[src/rtl/dac_spi_pkg.sv]
// Shared types and helpers for the DAC SPI transmit engine.
package dac_spi_pkg;

  typedef enum logic [2:0] {
    IDLE,
    LEAD,
    SHIFT,
    LAG,
    GAP
  } state_e;

  // {CPOL, CPHA}
  localparam logic [1:0] SPI_MODE0 = 2'b00;
  localparam logic [1:0] SPI_MODE1 = 2'b01;
  localparam logic [1:0] SPI_MODE2 = 2'b10;
  localparam logic [1:0] SPI_MODE3 = 2'b11;

  function automatic int clog2_min1(input int v);
    return ($clog2(v) < 1) ? 1 : $clog2(v);
  endfunction

endpackage

[src/rtl/dac_spi_sclk_gen.sv]
// Half-period tick generator: while enabled, pulses tick_o once every DIV cycles.
module dac_spi_sclk_gen
  import dac_spi_pkg::*;
#(
  parameter int DIV = 1
) (
  input  logic clk_i,
  input  logic rst_ni,
  input  logic en_i,
  output logic tick_o
);

  localparam int HPW = clog2_min1(DIV);
  localparam logic [HPW-1:0] HP_LAST = HPW'(DIV - 1);

  logic [HPW-1:0] cnt_q, cnt_d;

  assign tick_o = en_i && (cnt_q == HP_LAST);

  always_comb begin
    cnt_d = cnt_q;
    if (!en_i || tick_o) cnt_d = '0;
    else                 cnt_d = cnt_q + 1'b1;
  end

  always_ff @(posedge clk_i or negedge rst_ni) begin
    if (!rst_ni) cnt_q <= '0;
    else         cnt_q <= cnt_d;
  end

endmodule

[src/rtl/dac_spi_master.sv]
// SPI transmit engine for the DAC family: one word per TR/READY handshake,
// shifted to one of NUM_CH chip-selected DACs with selectable CPOL/CPHA.
module dac_spi_master
  import dac_spi_pkg::*;
#(
  parameter int WIDTH     = 24,
  parameter int DIV       = 1,
  parameter bit CPOL      = 1'b0,
  parameter bit CPHA      = 1'b1,
  parameter int NUM_CH    = 1,
  parameter int CS_IDLE   = 2,
  parameter bit LSB_FIRST = 1'b0
) (
  input  logic                            CLK,
  input  logic                            RESET_N,
  input  logic                            TR,
  input  logic [WIDTH-1:0]                DATA,
  input  logic [clog2_min1(NUM_CH)-1:0]   CH,
  output logic                            READY,
  output logic [NUM_CH-1:0]               DA_CS,
  output logic                            DA_SCLK,
  output logic                            DA_SDO,
  output logic                            DONE
);

  localparam int CHW = clog2_min1(NUM_CH);
  localparam int BCW = $clog2(2 * WIDTH);
  localparam int GW  = clog2_min1(CS_IDLE);
  localparam logic [BCW-1:0] BC_LAST  = BCW'(2 * WIDTH - 1);
  localparam logic [GW-1:0]  GAP_LAST = GW'(CS_IDLE - 1);
  localparam logic [CHW:0]   NUM_CH_V = (CHW + 1)'(NUM_CH);

  state_e            state_q;
  logic [WIDTH-1:0]  sr_q;
  logic [BCW-1:0]    bc_q;
  logic [GW-1:0]     gap_q;
  logic [NUM_CH-1:0] cs_q;
  logic              sclk_q, sdo_q, ready_q, done_q;
  logic              tick, en, accept, advance;

  function automatic logic first_bit(input logic [WIDTH-1:0] w);
    return LSB_FIRST ? w[0] : w[WIDTH-1];
  endfunction

  function automatic logic [WIDTH-1:0] shift_out(input logic [WIDTH-1:0] w);
    return LSB_FIRST ? (w >> 1) : (w << 1);
  endfunction

  assign en     = (state_q == LEAD) || (state_q == SHIFT) || (state_q == LAG);
  assign accept = (state_q == IDLE) && TR && ({1'b0, CH} < NUM_CH_V);
  // CPHA=1 presents a new bit on every leading edge; CPHA=0 on every trailing
  // edge except the final one, since the first bit is already out in LEAD.
  assign advance = (state_q == SHIFT) && tick &&
                   (CPHA ? !bc_q[0] : (bc_q[0] && (bc_q != BC_LAST)));

  dac_spi_sclk_gen #(.DIV(DIV)) u_sclk_gen (
    .clk_i  (CLK),
    .rst_ni (RESET_N),
    .en_i   (en),
    .tick_o (tick)
  );

  always_ff @(posedge CLK) begin
    if (accept)       sr_q <= CPHA ? DATA : shift_out(DATA);
    else if (advance) sr_q <= shift_out(sr_q);
  end

  always_ff @(posedge CLK or negedge RESET_N) begin
    if (!RESET_N) begin
      state_q <= IDLE;
      cs_q    <= '1;
      sclk_q  <= CPOL;
      sdo_q   <= 1'b0;
      ready_q <= 1'b1;
      done_q  <= 1'b0;
      bc_q    <= '0;
      gap_q   <= '0;
    end else begin
      done_q <= 1'b0;
      unique case (state_q)
        IDLE: begin
          if (accept) begin
            state_q <= LEAD;
            ready_q <= 1'b0;
            cs_q    <= ~(NUM_CH'(1) << CH);
            sdo_q   <= CPHA ? 1'b0 : first_bit(DATA);
          end
        end
        LEAD: begin
          if (tick) state_q <= SHIFT;
        end
        SHIFT: begin
          if (tick) begin
            sclk_q <= ~sclk_q;
            if (advance) sdo_q <= first_bit(sr_q);
            if (bc_q == BC_LAST) begin
              state_q <= LAG;
              bc_q    <= '0;
            end else begin
              bc_q <= bc_q + 1'b1;
            end
          end
        end
        LAG: begin
          if (tick) begin
            state_q <= GAP;
            cs_q    <= '1;
            sdo_q   <= 1'b0;
            done_q  <= 1'b1;
          end
        end
        GAP: begin
          if (gap_q == GAP_LAST) begin
            gap_q   <= '0;
            ready_q <= 1'b1;
            state_q <= IDLE;
          end else begin
            gap_q <= gap_q + 1'b1;
          end
        end
        default: state_q <= IDLE;
      endcase
    end
  end

  assign READY   = ready_q;
  assign DA_CS   = cs_q;
  assign DA_SCLK = sclk_q;
  assign DA_SDO  = sdo_q;
  assign DONE    = done_q;

endmodule

[config.mk]
export PLATFORM = sky130hd
export DESIGN_NAME = dac_spi_master
export DESIGN_NICKNAME = d
export VERILOG_FILES = /design/src/rtl/dac_spi_pkg.sv /design/src/rtl/dac_spi_sclk_gen.sv /design/src/rtl/dac_spi_master.sv
export SDC_FILE = /design/constraint.sdc
export NUM_CORES = 1
export LEC_CHECK = 0
export BUFFER_PORTS_ARGS = -buffer_cell sky130_fd_sc_hd__buf_2
export CAP_MARGIN = 5
export CELL_PAD_IN_SITES_DETAIL_PLACEMENT = 0
export CELL_PAD_IN_SITES_GLOBAL_PLACEMENT = 1
export CORE_AREA = 2 2 67 69
export CTS_CLUSTER_DIAMETER = 80
export DETAILED_ROUTE_END_ITERATION = 16
export DIE_AREA = 0 0 69 71
export GPL_ROUTABILITY_DRIVEN = 0
export PLACE_DENSITY = 0.75
export RECOVER_POWER = 25
export SLEW_MARGIN = 5
export SYNTH_ARGS = -nofsm -noshare
export SYNTH_HDL_FRONTEND = slang
export SYNTH_HIERARCHICAL = 1
export SYNTH_SLANG_ARGS = --single-unit
export TNS_END_PERCENT = 20
[constraint.sdc]
create_clock -name CLK -period 3.4 [get_ports CLK]
set_input_delay 0.17 -clock CLK [delete_from_list [all_inputs] [get_ports CLK]]
set_output_delay 0.17 -clock CLK [all_outputs]
set_load 0.05 [all_outputs]
==> summary.md <==
| Metric | Value |
|---|---|
| Vias per Instance | `4.97` |
| Num CTS Buffers | `5` |
| CP peak stage delay | `0.57 ns` |
| Final Skew | `0.00715 ns` |
| Share of cells above drive strength 1 | `37.9%` |
| CP max-delay cell | `dfrtp_1` |
| CP Max Fanout | `24` |
| Peak VDD IR | `approximately 0.37 mV` |
| Starting density of the core | `about 43%` |
| Fin crit share | `approximately 70%` |
| Final Hold Violating Endpoints | `0` |
| Final setup viols | `0` |
| Root Buffer | `clkbuf_8` |
| Clock transition at path regs | `0.08 ns` |
| Routed wire length | `~3000 um` |
| Syn_nets | `153` |
| Worst r2r src | `state_q[0]` |
| Tot GR Track Use | `13.8%` |
| Final HPWL DP | `2010 um` |
| HP Class | `in2reg` |
| Final instance area | `2130 um^2` |
| Postcts setup bufs | `0` |
| Die Ht | `roughly 71 um` |
| Top FF cell, synth | `edfxtp_1` |
| Largest net degree at the start of global routing | `27` |
| Slew Limit Fails | `0` |
| Placed Cells | `204` |
| Worst Tran Pin Value | `0.876 ns` |
| Hold Crit Start | `DATA[17]` |
| GRT overflow | `0` |
| Vias post-DR | `1058` |
| First-pass GRT wire length | `5180 um` |
| Post_cts resized | `0` |
| Syn. warnings | `6` |
| CP most frequent cell | `nor2_1` |
| Status | `finished clean` |
| Seq/Total Area, Yosys | `between 60% and 70%` |
| Core box area | `4200 um^2` |
| Crit start category | `flip-flop` |
| Syn_area_per_cell | `14.7 um^2` |
| Max Freq | `0.421 GHz` |
| Initial antenna violation count | `0` |
| P_leak | `approximately 0.87 nW` |
| Worst Setup End Kind | `flip-flop` |
| Mapped Area | `1830 um^2` |
| Cell Area, Placed | `around 2000 um^2` |
| Slew headroom | `41.6%` |
| Nets | `about 190` |
| Synth Register Bits | `40` |
| Final Power | `0.00160 W` |
| DRC viols | `0` |
| TNS Setup | `0 ns` |
| Setup CP Type | `reg2reg` |
| FFs w/ async S/R, synth | `40.0%` |
| CP cell instances | `nor2_1 > nor2_1 > nor2b_4 > nand2_1 > or3_1 > o21bai_2 > buf_4` |
| H-tree levels | `2` |
| Worst path required time | `3.37 ns` |
| CP arrival | `2.34 ns` |
| CP startpoint | `state_q[0]` |
| Row Count | `24` |
| Min Tclk post-route | `between 2 and 2.5 ns` |
| Routed Antenna Nets | `0` |
| Area Overhead vs Synth | `16.6%` |
| PwrDens | `753 nW/um^2` |
| Input/output buffers | `32` |
| Routed len/inst | `roughly 14 um` |
| DRT iter0 DRCs | `61` |
| Worst skew pair latency | `0.29 ns` |
| EDFF count, synth | `24` |
| Die area | `slightly below 5000 um^2` |
| Synth Instances | `124` |
| Die width | `69 um` |
| Initial DRT Pass Iterations | `4` |
| Sink Count | `40` |
| Antenna fix cells | `0` |
| # IOs | `33` |
| RSZ-0062 raised after global routing | `no` |
| Max Root-Sink Buffers | `2` |
| Post-synth cell types | `38` |
| MaxCap Viol Count | `0` |
| CTS tree | `done` |
| Vias in the first global route | `1149` |
| Final core occ | `50.7%` |
| Final Instance Count excl. Fillers | `213` |
cell usage in the layout, fill, tap and decap left out, types with 2 or more instances in the layout:
master,n
o21bai_1,2
and3_1,2
edfxtp_1,24
nand2_1,10
buf_2,28
clkbuf_1,5
clkbuf_8,5
mux2_2,7
buf_4,2
o21ai_0,2
mux2_4,10
a21oi_1,3
dfrtp_1,14
mux2_1,7
nand2b_1,2
xnor2_1,3
dfstp_2,2
nor3_1,2
nor2_1,7
state kept, by name, summed over array words and instances (netlist names):
register and count:
bc_q 6, u_sclk_gen/cnt_q 1, READY 1, DONE 1
DA_SDO 1, DA_SCLK 1, sr_q 24, DA_CS 1
gap_q 1, state_q 3
per-stage QoR:
step | hold WS [ns] | setup WS (ns)
detailed placement | 0.105 | 1.04
global route | 0.150 | 0.829
CTS | 0.147 | 1.02
global placement | 0.0945 | 1.15
floorplan | -0.126 | 0.485
finish | 0.159 | 1.02
worst max-delay path, delay by kind of cell, from the launching register on:
kind,cells,cell delay [ns]
compound gates,1,0.14
buf+inv,1,0.31
flops,1,0.57
simple gates,5,1.03
cells by family (layout without fill, tap and decap cells):
| logic type | after synthesis | after routing | share of synthesized area (%) |
|---|---|---|---|
| AO/OA/AOI/OAI | 14 | 14 | 5.27 |
| XOR/XNOR | 4 | 4 | 1.92 |
| multiplexers | 24 | 24 | 16.8 |
| adder cells (fa/ha/maj) | 1 | 1 | 0.685 |
| AND/OR/NAND/NOR | 33 | 33 | 10.4 |
| buffers and inverters | 7 | 44 | 3.15 |
| other | 1 | 1 | 0.205 |
| flip-flops | 40 | 40 | 61.5 |
final timing paths:
check	slack [ns]	endpoint	cells past startpoint
min in group asynchronous	0.50	state_q[1]	2
max reg2reg	1.02	sr_q[3]	7
max	1.02	sr_q[3]	7
max in group asynchronous	2.35	bc_q[0]	2
min reg2reg	0.48	DA_CS	2
min	0.16	sr_q[17]	2
synth_stat cells (2+ instances only):
library cell,count,area (um^2)
dfrtp_1,14,350
nand2b_1,2,12.5
nor3_1,2,10.0
dfstp_2,2,52.6
xnor2_1,3,26.3
buf_6,4,45.0
mux2_4,10,150
o21bai_1,3,22.5
o21ai_0,2,10.0
nand2_1,10,37.5
edfxtp_1,24,721
and3_1,2,12.5
a21oi_1,3,15.0
nor2_1,7,26.3
mux2_1,7,78.8
mux2_2,7,78.8
where the power goes:
| part | leakage [nW] | internal [W] | switching [W] |
|---|---|---|---|
| clock network | 0.0552 | 0.000218 | 0.000164 |
| registers | 0.423 | 0.000688 | 0.000100 |
| logic | 0.396 | 0.000199 | 0.000234 |
| total | 0.874 | 0.00111 | 0.000498 |
layout make-up:
type                            count  area [um^2]
Clock buffer                        6         72.6
Clock inverter                      2         35.0
Fill cell                         386         2070
Inverter                            1         3.75
Multi-Input combinational cell     77          649
Sequential cell                    40         1120
Tap cell                           52         65.1
Timing Repair Buffer               35          180
repair_timing:
item	in CTS	in global routing
hold buffers	1	0
hold endpoints to repair	14	0
endpoints found under the setup margin	0	0
layer usage:
layer | track usage, % | part of all wire [%] | wire length (um) | up-vias
li1 | - | - | - | 518
met1 | 17.1 | 45 | 1360 | 502
met4 | 6.75 | 2.1 | 62 | 0
met2 | 21.3 | 47 | 1410 | 32
met3 | 5.13 | 5.7 | 172 | 6
met5 | 0 | 0 | 0 | -
Note: power is estimated with default switching activity, not from simulation.
